--- config.mk ---
export PLATFORM = sky130hd
export DESIGN_NAME = pdm_mic_ctrl
export DESIGN_NICKNAME = d
export VERILOG_FILES = /design/src/rtl/pdm_mic_pkg.sv /design/src/rtl/pdm_sample_fifo.sv /design/src/rtl/pdm_mic_ctrl.sv
export SDC_FILE = /design/constraint.sdc
export NUM_CORES = 1
export LEC_CHECK = 0
export ABC_AREA = 1
export ABC_CLOCK_PERIOD_IN_PS = 2700
export CAP_MARGIN = 20
export CORE_ASPECT_RATIO = 2
export CORE_MARGIN = 4
export CORE_UTILIZATION = 40
export DETAILED_ROUTE_END_ITERATION = 8
export GPL_ROUTABILITY_DRIVEN = 0
export PLACE_DENSITY_LB_ADDON = 0.2
export RECOVER_POWER = 50
export SLEW_MARGIN = 20
export SYNTH_ARGS = -nofsm -noshare
export SYNTH_HDL_FRONTEND = slang
export SYNTH_SLANG_ARGS = --single-unit
--- constraint.sdc ---
create_clock -name clk -period 2.7 [get_ports clk]
set_clock_uncertainty 0.1 [all_clocks]
set_input_delay 0.54 -clock clk [delete_from_list [all_inputs] [get_ports clk]]
set_output_delay 0.54 -clock clk [all_outputs]
set_load 0.05 [all_outputs]
--- src/rtl/pdm_mic_pkg.sv ---
// Shared types and default constants for the PDM microphone capture path.
package pdm_mic_pkg;

    typedef enum logic [1:0] {
        IDLE   = 2'd0,
        WAKE   = 2'd1,
        SETTLE = 2'd2,
        RUN    = 2'd3
    } state_t;

    localparam int DEF_DATA_W         = 16;
    localparam int DEF_FIFO_DEPTH     = 8;
    localparam int DEF_WAKE_CYCLES    = 30000;
    localparam int DEF_SETTLE_SAMPLES = 4;
    localparam int DROP_CNT_W         = 16;

endpackage

--- src/rtl/pdm_sample_fifo.sv ---
// First-word-fall-through sample FIFO; a push into a full FIFO is
// accepted only when a pop happens in the same cycle.
module pdm_sample_fifo #(
    parameter int DATA_W = 16,
    parameter int DEPTH  = 8,
    localparam int AW    = $clog2(DEPTH)
) (
    input  logic              clk,
    input  logic              reset_n,
    input  logic              flush,
    input  logic              push,
    input  logic              pop,
    input  logic [DATA_W-1:0] din,
    output logic [DATA_W-1:0] dout,
    output logic              full,
    output logic              empty,
    output logic [AW:0]       level
);

    logic [DATA_W-1:0] mem [DEPTH];
    logic [AW-1:0]     wr_ptr;
    logic [AW-1:0]     rd_ptr;
    logic [AW:0]       cnt;
    logic              do_pop;
    logic              do_push;

    assign empty   = (cnt == '0);
    assign full    = (cnt == (AW+1)'(DEPTH));
    assign do_pop  = pop && !empty;
    assign do_push = push && (!full || do_pop);
    assign level   = cnt;
    assign dout    = empty ? '0 : mem[rd_ptr];

    always_ff @(posedge clk or negedge reset_n) begin
        if (!reset_n) begin
            wr_ptr <= '0;
            rd_ptr <= '0;
            cnt    <= '0;
        end else if (flush) begin
            wr_ptr <= '0;
            rd_ptr <= '0;
            cnt    <= '0;
        end else begin
            if (do_push) wr_ptr <= wr_ptr + 1'b1;
            if (do_pop)  rd_ptr <= rd_ptr + 1'b1;
            unique case ({do_push, do_pop})
                2'b10:   cnt <= cnt + 1'b1;
                2'b01:   cnt <= cnt - 1'b1;
                default: cnt <= cnt;
            endcase
        end
    end

    // Storage needs no reset: dout is masked while empty.
    always_ff @(posedge clk) begin
        if (do_push && !flush) mem[wr_ptr] <= din;
    end

endmodule

--- src/rtl/pdm_mic_ctrl.sv ---
// PDM mic sequencer: wake hold-off, CIC settle discard, sample buffer.
// Define PDM_MIC_CTRL_DROP_CNT_EN to build the dropped-sample counter.
module pdm_mic_ctrl
    import pdm_mic_pkg::*;
#(
    parameter int DATA_W         = DEF_DATA_W,
    parameter int FIFO_DEPTH     = DEF_FIFO_DEPTH,
    parameter int WAKE_CYCLES    = DEF_WAKE_CYCLES,
    parameter int SETTLE_SAMPLES = DEF_SETTLE_SAMPLES,
    localparam int LW            = $clog2(FIFO_DEPTH) + 1
) (
    input  logic                  clk,
    input  logic                  reset_n,
    input  logic                  enable,
    output logic                  cic_rst_n,
    input  logic [DATA_W-1:0]     cic_dout,
    input  logic                  cic_valid,
    output logic [DATA_W-1:0]     m_data,
    output logic                  m_valid,
    input  logic                  m_ready,
    output logic [LW-1:0]         fifo_level,
    output logic [1:0]            state,
    output logic                  overflow,
    input  logic                  clear_ovf,
    output logic [DROP_CNT_W-1:0] drop_cnt
);

    localparam int WCW = $clog2(WAKE_CYCLES + 1);
    localparam int SCW = $clog2(SETTLE_SAMPLES + 2);

    state_t         st;
    logic [WCW-1:0] wake_cnt;
    logic [SCW-1:0] settle_cnt;
    logic           wake_entry;
    logic           push;
    logic           full;
    logic           empty;
    logic           drop;

    assign wake_entry = (st == IDLE) && enable;
    assign push       = (st == RUN) && cic_valid;
    assign drop       = push && full && !m_ready;
    assign m_valid    = !empty;
    assign state      = st;

    pdm_sample_fifo #(
        .DATA_W (DATA_W),
        .DEPTH  (FIFO_DEPTH)
    ) u_fifo (
        .clk     (clk),
        .reset_n (reset_n),
        .flush   (wake_entry),
        .push    (push),
        .pop     (m_ready),
        .din     (cic_dout),
        .dout    (m_data),
        .full    (full),
        .empty   (empty),
        .level   (fifo_level)
    );

    always_ff @(posedge clk or negedge reset_n) begin
        if (!reset_n) begin
            st         <= IDLE;
            cic_rst_n  <= 1'b0;
            wake_cnt   <= '0;
            settle_cnt <= '0;
        end else begin
            unique case (st)
                IDLE: begin
                    cic_rst_n <= 1'b0;
                    wake_cnt  <= '0;
                    if (enable) st <= WAKE;
                end
                WAKE: begin
                    if (!enable) begin
                        st <= IDLE;
                    end else if (wake_cnt == WCW'(WAKE_CYCLES - 1)) begin
                        st         <= (SETTLE_SAMPLES == 0) ? RUN : SETTLE;
                        cic_rst_n  <= 1'b1;
                        settle_cnt <= '0;
                    end else begin
                        wake_cnt <= wake_cnt + 1'b1;
                    end
                end
                SETTLE: begin
                    if (!enable) begin
                        st        <= IDLE;
                        cic_rst_n <= 1'b0;
                    end else if (cic_valid) begin
                        if (settle_cnt == SCW'(SETTLE_SAMPLES - 1)) st <= RUN;
                        settle_cnt <= settle_cnt + 1'b1;
                    end
                end
                RUN: begin
                    if (!enable) begin
                        st        <= IDLE;
                        cic_rst_n <= 1'b0;
                    end
                end
                default: st <= IDLE;
            endcase
        end
    end

    // A drop in the same cycle as clear_ovf leaves the flag set.
    always_ff @(posedge clk or negedge reset_n) begin
        if (!reset_n)        overflow <= 1'b0;
        else if (wake_entry) overflow <= 1'b0;
        else if (drop)       overflow <= 1'b1;
        else if (clear_ovf)  overflow <= 1'b0;
    end

`ifdef PDM_MIC_CTRL_DROP_CNT_EN
    logic [DROP_CNT_W-1:0] drop_q;

    always_ff @(posedge clk or negedge reset_n) begin
        if (!reset_n)                drop_q <= '0;
        else if (wake_entry)         drop_q <= '0;
        else if (drop && drop_q != '1) drop_q <= drop_q + 1'b1;
    end

    assign drop_cnt = drop_q;
`else
    assign drop_cnt = '0;
`endif

endmodule

==> results.json, run 1 <==
{
  "avgRoutedWirePerCell_um": 18.0,
  "htreeDepth": 4,
  "grt_usage_pct": 17.6,
  "peakVddDrop_mv": 0.407,
  "dpl.hpwl_um": 11100,
  "power_per_cell_area_nw_per_um2": 818,
  "leakage_nw": 3.31,
  "drt-initial-drc-count": 173,
  "fmax_mhz": 377,
  "status": "complete, no violations",
  "start_util_pct": 40.6,
  "hold_path_depth": 1,
  "tightest_slew_ps": 844,
  "min_path_type": "reg -> reg",
  "place_area_sq_um": 8040,
  "syn_avg_cell_area_sq_um": 11.0,
  "slowest_delay_ps": 460,
  "synth.area.top_cells": "edfxtp_1 55%, dfrtp_1 11%, nor2_1 6.8%, o21ai_0 6.7%, nand2_1 3.4%",
  "num_rows": 68,
  "numClockSinks": 160,
  "cts_buffers": 17,
  "min_from": "wake_cnt[0]",
  "synth_area_sq_um": 6970,
  "routed_wl_um": 16700,
  "stdcell_area_sq_um": 8820,
  "worst_hold_slack_ps": 416,
  "vias_per_cell": 5.16,
  "clk_latency_ps": 420,
  "hold_violations": 0,
  "crit_chain": "buf_6, buf_2, o21ai_0, o22ai_1, o21ai_0, a31oi_4, buf_12",
  "grt_max_degree": 34,
  "critPathLaunchType": "register",
  "tns_ps": 0,
  "antenna_found_initial": 1,
  "core-area_sq_um": 17200,
  "area.growth.synth_to_final_pct": 26.4,
  "hold_end": "wake_cnt[0]",
  "io_buffers": 46,
  "period_needed_ps": 2650,
  "crit_fanout": 7,
  "drive_gt1_share_pct": 15.9,
  "synth_seq_cells": 160,
  "rr_startpoint": "u_fifo.level[0]",
  "pin_count": 63,
  "clockBufferDepth": 2,
  "drc": 0,
  "cp.arrival_ps": 2010,
  "die_w_um": 101,
  "grt_overflow": 0,
  "postRouteAntennaNets": 0,
  "r2r_slack_ps": 760,
  "r2r_end": "u_fifo.level[3]",
  "holdBufCountCts": 0,
  "cts_tree": "yes",
  "die_area_sq_um": 19700,
  "synth_cell_types": 35,
  "setup.worst_path.end_class": "output port",
  "syn_inst": 636,
  "slowest_stage": "dfrtp_2",
  "crit_top_cell": "o21ai_0",
  "grt_pass1_wl_um": 26400,
  "finish.utilization_pct": 51.3,
  "drt_pass1_iterations": 4,
  "vias": 4794,
  "cp-startpoint": "u_fifo.rd_ptr[0]",
  "worst-r2r-cell-count": 11,
  "maxCapViolations": 0,
  "worst_ep_required_time_ps": 2060,
  "path_class": "reg -> out",
  "synth_top_cell_area_share_pct": 55.1,
  "synth_area_leader_cell": "edfxtp_1",
  "fin_nets": 735,
  "grt_pass1_vias": 5035,
  "synth_warnings": 0,
  "diodes": 0,
  "finalSetupViolCount": 0,
  "ys_seq_area_share_pct": 66.6,
  "clkTransAtPathRegs_ps": 60,
  "drv_slew": 0,
  "root_buffer": "clkbuf_16",
  "die_y_um": 195,
  "slew_headroom_pct": 43.8,
  "period_share_pct": 98.3,
  "rsz0062_at_grt": "true"
}
-- cells by family after synthesis --
logic type / Yosys count / share of synthesized area, %
fa+ha+maj: 7 / 1.26
simple gates: 236 / 14.1
buf+inv: 81 / 5.81
other cells: 1 / 0.0538
xor+xnor: 8 / 1.00
compound gates: 143 / 11.1
flops: 160 / 66.6
-- per-layer routing --
metal	up-vias	GRT usage [%]	wire length (um)
met2	116	32.5	9590
met4	2	6.66	208
li1	2328	-	-
met3	18	3.66	740
met1	2330	19.1	6140
met5	-	0	7
-- how the worst max path moves through the flow --
stage | endpoint | slack, ps | cells after the start
6_report | m_data[13] | 50 | 7
5_1_grt | m_data[15] | -40 | 7
4_1_cts | m_data[15] | 0.7 | 7
3_5_place_dp | m_data[12] | 210 | 7
3_3_place_gp | m_data[12] | 260 | 7
2_1_floorplan | m_data[11] | 20 | 6
-- layout by cell type (no fill, tap or decap), types with 18 or more instances in the layout --
master / instances
buf_12: 24
clkbuf_16: 18
dfrtp_1: 31
dlygate4sd3_1: 19
edfxtp_1: 128
inv_1: 34
nand2_1: 64
nand3_1: 26
nor2_1: 127
o21ai_0: 88
o22ai_1: 18
-- flip-flops by register name, summed over array words and instances, names as in the netlist --
register       cells
cic_rst_n          1
u_fifo.mem       128
overflow           1
wake_cnt          15
u_fifo.rd_ptr      3
settle_cnt         3
u_fifo.level       4
u_fifo.wr_ptr      3
state              2
-- per-stage QoR --
step	cells	setup slack, ps	total power, W
after floorplan	651	23.8	0.00389
after global placement	889	257	0.00452
after detailed placement	889	205	0.00454
after CTS	925	0.723	0.00719
after global routing	929	-44.2	0.00751
final	929	45.6	0.00721
-- layout make-up --
| class | count | area (sq um) |
|---|---|---|
| clock inverter | 14 | 189 |
| clock buffer | 18 | 439 |
| sequential | 160 | 4650 |
| fill | 1508 | 8370 |
| multi-input combinational | 410 | 2120 |
| tap | 210 | 263 |
| inverter | 39 | 153 |
| timing repair buffer | 78 | 1010 |
-- report_power, final --
| group | total [W] | internal, W | switching (W) |
|---|---|---|---|
| Clock | 0.00252 | 0.00157 | 0.000953 |
| Combinational | 0.00195 | 0.000757 | 0.00120 |
| Sequential | 0.00274 | 0.00269 | 0.0000424 |
| Total | 0.00721 | 0.00502 | 0.00219 |
-- synthesized netlist by cell type (all sizes together) --
master and count:
a21o 1, a21oi 4, a31oi 16, buf 28
clkbuf 14, clkinv 1, conb 1, dfrtp 32
edfxtp 128, ha 7, inv 38, nand2 70
nand3 28, nand3b 1, nand4 4, nor2 129
nor3 1, nor3b 1, o211ai 1, o21a 1
o21ai 102, o22ai 18, or2 2, xnor2 1
xor2 7
-- worst max-delay path, delay by kind of cell, from the launching register on --
kind            cells  cell delay [ps]
buf+inv             3              480
compound gates      4              660
flops               1              460
-- what timing repair did --
item | 4_1_cts | 5_1_grt
setup buffers | 3 | 3
endpoints found under the hold margin | 0 | 0
gates cloned | 1 | 2
endpoints found under the setup margin | 16 | 11
pin swaps | 1 | 3
gates resized for setup | 7 | 10
Power figures use the tool's default switching activity.
==> inputs of run 2 (changes only) <==
TNS_END_PERCENT = 1   (was default)
==> run 2 against run 1 <==
Effect of this change: critical path depth stayed put; sequential cell count unchanged; first-iteration DRC count grew 18%; sequential power about the same; non-clock buffer count decreased by 3; core utilization fell by 0.15 points; die area unchanged; total power shrank 0.55%; largest cell class unchanged.
==> results.json, run 2 (synthesized netlist as in run 1, its figures left out) <==
{
  "peakVddDrop_mv": 0.480,
  "cts_buffers": 17,
  "period_needed_ps": 2620,
  "route.met3.wl_um": 498,
  "die_area_sq_um": 19700,
  "switchingPower_w": 0.00216,
  "maxCapViolations": 0,
  "m1WireLength_um": 6350,
  "drc": 0,
  "core-area_sq_um": 17200,
  "vias_per_cell": 5.14,
  "holdBufCountCts": 0,
  "largest_reg_flops": 128,
  "power_per_cell_area_nw_per_um2": 816,
  "cp.arrival_ps": 1980,
  "rsz0062_at_grt": "true",
  "fin_nets": 732,
  "setup_ws_ps": 75.7,
  "regMostFlops": "u_fifo.mem",
  "root_buffer": "clkbuf_16",
  "tns_ps": 0,
  "drt_pass1_iterations": 4,
  "drv_slew": 0,
  "pin_count": 63,
  "p_sw_share_pct": 30.1,
  "clk_latency_ps": 420,
  "area.growth.synth_to_final_pct": 26.1,
  "diodes": 0,
  "routed_wl_um": 15800,
  "dpl.hpwl_um": 10400,
  "start_util_pct": 40.6,
  "worst_hold_slack_ps": 413,
  "final_common_cell": "edfxtp_1",
  "leakage_nw": 3.29,
  "finish.utilization_pct": 51.2,
  "met2WireLength_um": 8720,
  "p_clk_share_pct": 34.8,
  "fmax_mhz": 381,
  "p_seq_share_pct": 38.2,
  "drt-initial-drc-count": 204,
  "cts_tree": "yes",
  "slew_headroom_pct": 43.9,
  "min_path_type": "reg -> reg",
  "tightest_slew_ps": 841,
  "path_class": "reg -> out",
  "fillers": 1510,
  "avgRoutedWirePerCell_um": 17.1,
  "io_buffers": 46,
  "grt_pass1_vias": 4807,
  "num_rows": 68,
  "grt_max_degree": 33,
  "regArea_sq_um": 4650,
  "mostFrequentLayoutCells": "128 x edfxtp_1, 127 x nor2_1, 89 x o21ai_0",
  "combPwrFrac_pct": 27.0,
  "critPathLaunchType": "register",
  "grt_pass1_wl_um": 25100,
  "worst_ep_required_time_ps": 2060,
  "grt_overflow": 0,
  "crit_fanout": 11,
  "antenna_found_initial": 0,
  "place_ws_ps": 243,
  "clkTransAtPathRegs_ps": 60,
  "hold_violations": 0,
  "period_share_pct": 97.2,
  "multiInputGateArea_sq_um": 2060,
  "routed.top_layer": "met4",
  "die_w_um": 101,
  "finalSetupViolCount": 0,
  "die_y_um": 195,
  "clockBufferDepth": 2,
  "setup.worst_path.end_class": "output port",
  "postRouteAntennaNets": 0,
  "grt_usage_pct": 16.7,
  "p_int_w": 0.00502,
  "vias": 4758,
  "status": "complete, no violations",
  "htreeDepth": 4,
  "numClockSinks": 160,
  "drive_gt1_share_pct": 14.8
}
[run 2: cell types whose count changed in the layout (fill, tap and decap cells not counted), moves of 3 or more]
cell / before / now
clkinv_2: 5 / 1
a31oi_4: 8 / 1
buf_4: 16 / 11
clkbuf_1: 0 / 3
a31oi_2: 3 / 11
[run 2: repair_timing]
item | in CTS | in global routing
cloned | 2 | 1
setup buffers | 3 | 1
hold endpoints to repair | 0 | 0
setup endpoints to repair | 12 | 14
gates resized for setup | 4 | 16
pin swaps | 0 | 1
[run 2: layer usage]
layer | GRT usage (%) | up-vias
li1 | - | 2333
met1 | 19.4 | 2312
met2 | 29.9 | 95
met3 | 3.05 | 18
met4 | 6.02 | 0
met5 | 0 | -
[run 2: critical path: stages (launching register included)]
cell and delay (ps):
dfrtp_2 470, clkinv_4 130, buf_12 140, nor2_1 40
o22ai_1 200, o21ai_0 120, a31oi_1 280, buf_12 180
[run 2: per-stage QoR]
step | cells | cell area (sq um) | total power, W
6_report | 926 | 8790 | 0.00717
5_1_grt | 926 | 8790 | 0.00749
4_1_cts | 924 | 8710 | 0.00715
3_5_place_dp | 887 | 8000 | 0.00449
3_3_place_gp | 887 | 8000 | 0.00446
2_1_floorplan | 651 | 7100 | 0.00385
[run 2: worst paths after layout]
check                                 startpoint               end  slack (ps)  cells after the start
min in group asynchronous                reset_n   u_fifo.level[1]         650                      2
worst min register to register       wake_cnt[0]       wake_cnt[0]         410                      1
worst min-delay path                 wake_cnt[0]       wake_cnt[0]         410                      1
worst max-delay path            u_fifo.rd_ptr[0]         m_data[4]          80                      7
worst max register to register   u_fifo.level[0]   u_fifo.level[3]         710                     11
max in group asynchronous                reset_n  u_fifo.rd_ptr[0]        1260                      2
[run 2: final cells by class]
class / instances / share of cell area, %
Tap cell: 210 / 2.99
Multi-Input combinational cell: 410 / 23.5
Clock inverter: 13 / 2.11
Clock buffer: 19 / 4.92
Inverter: 39 / 1.76
Timing Repair Buffer: 75 / 11.9
Sequential cell: 160 / 52.8
[run 2: power by group through the flow]
stage | clock, W | combinational [W] | sequential, W
6_report | 0.00250 | 0.00194 | 0.00274
5_1_grt | 0.00265 | 0.00209 | 0.00274
4_1_cts | 0.00255 | 0.00186 | 0.00274
3_5_place_dp | 0 | 0.00171 | 0.00278
3_3_place_gp | 0 | 0.00168 | 0.00278
2_1_floorplan | 0 | 0.00104 | 0.00281
==> inputs of run 3 (changes only) <==
CORE_ASPECT_RATIO = 1.1   (was 2)
==> run 3 against run 2 <==
Effect of this change: the flow now finishes with violations (max-capacitance violations, max-slew violations); maximum frequency decreased by 1.7%; critical path depth unchanged; core utilization decreased by 0.74 points; cell count increased by 2.4%; worst setup slack got worse by 44 ps; global-route usage decreased by 1.2 points; critical path type unchanged; critical endpoint is now m_data[13]; largest cell class unchanged.
==> results.json, run 3 (synthesized netlist as in run 1, its figures left out) <==
{
  "fillers": 1498,
  "grt_pass1_vias": 4679,
  "fin_nets": 729,
  "hold_end": "wake_cnt[0]",
  "place_area_sq_um": 7960,
  "period_share_pct": 98.8,
  "critPathLaunchType": "register",
  "drt_pass1_iterations": 5,
  "mostFrequentLayoutCells": "128 x nor2_1, 128 x edfxtp_1, 91 x o21ai_0",
  "grt_max_degree": 37,
  "crit_buf_inv": 3,
  "numClockSinks": 160,
  "crit_chain": "inv_1, buf_4, o21ai_0, o22ai_1, o21ai_0, a31oi_2, buf_12",
  "htreeDepth": 4,
  "peakVddDrop_mv": 0.481,
  "start_util_pct": 40.8,
  "grt_pass1_wl_um": 23700,
  "rsz0062_at_grt": "true",
  "largest_reg_flops": 128,
  "antenna_found_initial": 1,
  "r2r_end": "u_fifo.level[3]",
  "worst-r2r-cell-count": 11,
  "vias_per_cell": 4.98,
  "worst_ep_required_time_ps": 2060,
  "pin_count": 63,
  "die_y_um": 146,
  "drive_gt1_share_pct": 14.4,
  "drc": 0,
  "setup.worst_path.end_class": "output port",
  "min_path_type": "reg -> reg",
  "io_buffers": 46,
  "cp.arrival_ps": 2030,
  "avgRoutedWirePerCell_um": 15.6,
  "p_total_w": 0.00673,
  "stdcell_area_sq_um": 8610,
  "grt_overflow": 0,
  "finalSetupViolCount": 0,
  "min_from": "wake_cnt[0]",
  "vias": 4722,
  "die_w_um": 134,
  "cpLargestDelayFamily": "compound AO/OA/AOI/OAI gates",
  "drt-initial-drc-count": 412,
  "core-area_sq_um": 17100,
  "cts_buffers": 17,
  "period_needed_ps": 2670,
  "worst_hold_slack_ps": 408,
  "fmax_mhz": 375,
  "grt_usage_pct": 15.5,
  "power_per_cell_area_nw_per_um2": 781,
  "slew_headroom_pct": -18.0,
  "leakage_nw": 3.20,
  "area.growth.synth_to_final_pct": 23.5,
  "status": "complete, but fails checks",
  "clockBufferDepth": 2,
  "cts_tree": "yes",
  "clk_latency_ps": 420,
  "tightest_slew_ps": 1770,
  "postRouteAntennaNets": 0,
  "drv_slew": 33,
  "rr_startpoint": "u_fifo.level[1]",
  "hold_path_depth": 1,
  "hold_violations": 0,
  "r2r_slack_ps": 690,
  "path_class": "reg -> out",
  "routed_wl_um": 14800,
  "post_cts_buffers": 0,
  "slowest_stage": "dfrtp_1",
  "die_area_sq_um": 19600,
  "dpl.hpwl_um": 9550,
  "num_rows": 50,
  "crit_top_cell": "o21ai_0",
  "slowest_delay_ps": 420,
  "clkTransAtPathRegs_ps": 60,
  "root_buffer": "clkbuf_16",
  "regMostFlops": "u_fifo.mem",
  "crit_fanout": 11,
  "violations": "max-capacitance violations, max-slew violations",
  "maxCapViolations": 1
}
## run 3: changes by cell type in the layout (fill, tap and decap cells not counted), sizes merged
cell / delta
buf: -1
inv: -2
diode: +1
dlygate4sd3: -1
clkdlybuf4s50: +1
bufinv: -3
bufbuf: -2
clkbuf: +3
clkinvlp: +1
clkinv: +1
## run 3: what timing repair did
item / CTS / global route
hold buffers: 0 / 0
cloned: 0 / 1
setup endpoints to repair: 11 / 11
pin swaps: 0 / 4
resized for setup: 10 / 12
## run 3: metrics by stage
step / worst slack (ps) / cells / util (%) / setup TNS [ps]
after floorplan: -21.1 / 651 / - / -148
after CTS: 16.7 / 946 / 50.1 / 0
final: 31.5 / 948 / 50.4 / 0
after detailed placement: 238 / 914 / 46.6 / 0
after global routing: -56.6 / 948 / 50.4 / -214
after global placement: 294 / 914 / 46.6 / 0
## run 3: power by group
part           switching (W)  total (W)  internal [W]
clock               0.000910    0.00219       0.00128
combinational        0.00111    0.00179      0.000681
sequential         0.0000428    0.00274       0.00269
## run 3: final cells by class
| cell class | instances | area, sq um | area share, % |
|---|---|---|---|
| repair buffers | 72 | 897 | 10.4 |
| clock buffers | 22 | 454 | 5.28 |
| diodes | 1 | 2.50 | 0.0291 |
| inverters | 39 | 155 | 1.80 |
| multi-input cells | 410 | 2070 | 24.1 |
| well taps | 234 | 293 | 3.40 |
| flip-flops and latches | 160 | 4650 | 54.0 |
| clock inverters | 10 | 88.8 | 1.03 |
## run 3: how the worst max path moves through the flow
stage                     slack [ps]  depth (start not counted)        startpoint          endpoint
after floorplan                  -20                          6   u_fifo.level[1]        m_data[12]
after global placement           290                          8         cic_valid  u_fifo.mem[2][3]
after detailed placement         240                          8         cic_valid  u_fifo.mem[5][5]
after CTS                         20                          7  u_fifo.rd_ptr[0]         m_data[3]
after global routing             -60                          7  u_fifo.rd_ptr[1]        m_data[12]
final                             30                          7  u_fifo.rd_ptr[1]        m_data[13]
## run 3: worst register-to-register path: stages (launching register included)
cell and delay [ps]:
dfrtp_1 430, nor2_1 160, nand2_1 150, nand3_1 180
inv_1 70, ha_1 290, inv_1 100, nor2_1 50
nor2_1 140, nand3_1 80, nand3_1 90, nand2_1 50
## run 3: layer usage
layer,vias to the layer above,track usage [%],routed length [um]
met1,2287,19.6,6630
met5,-,0,0
li1,2316,-,-
met4,0,5.56,170
met3,17,4.07,621
met2,102,25.9,7410
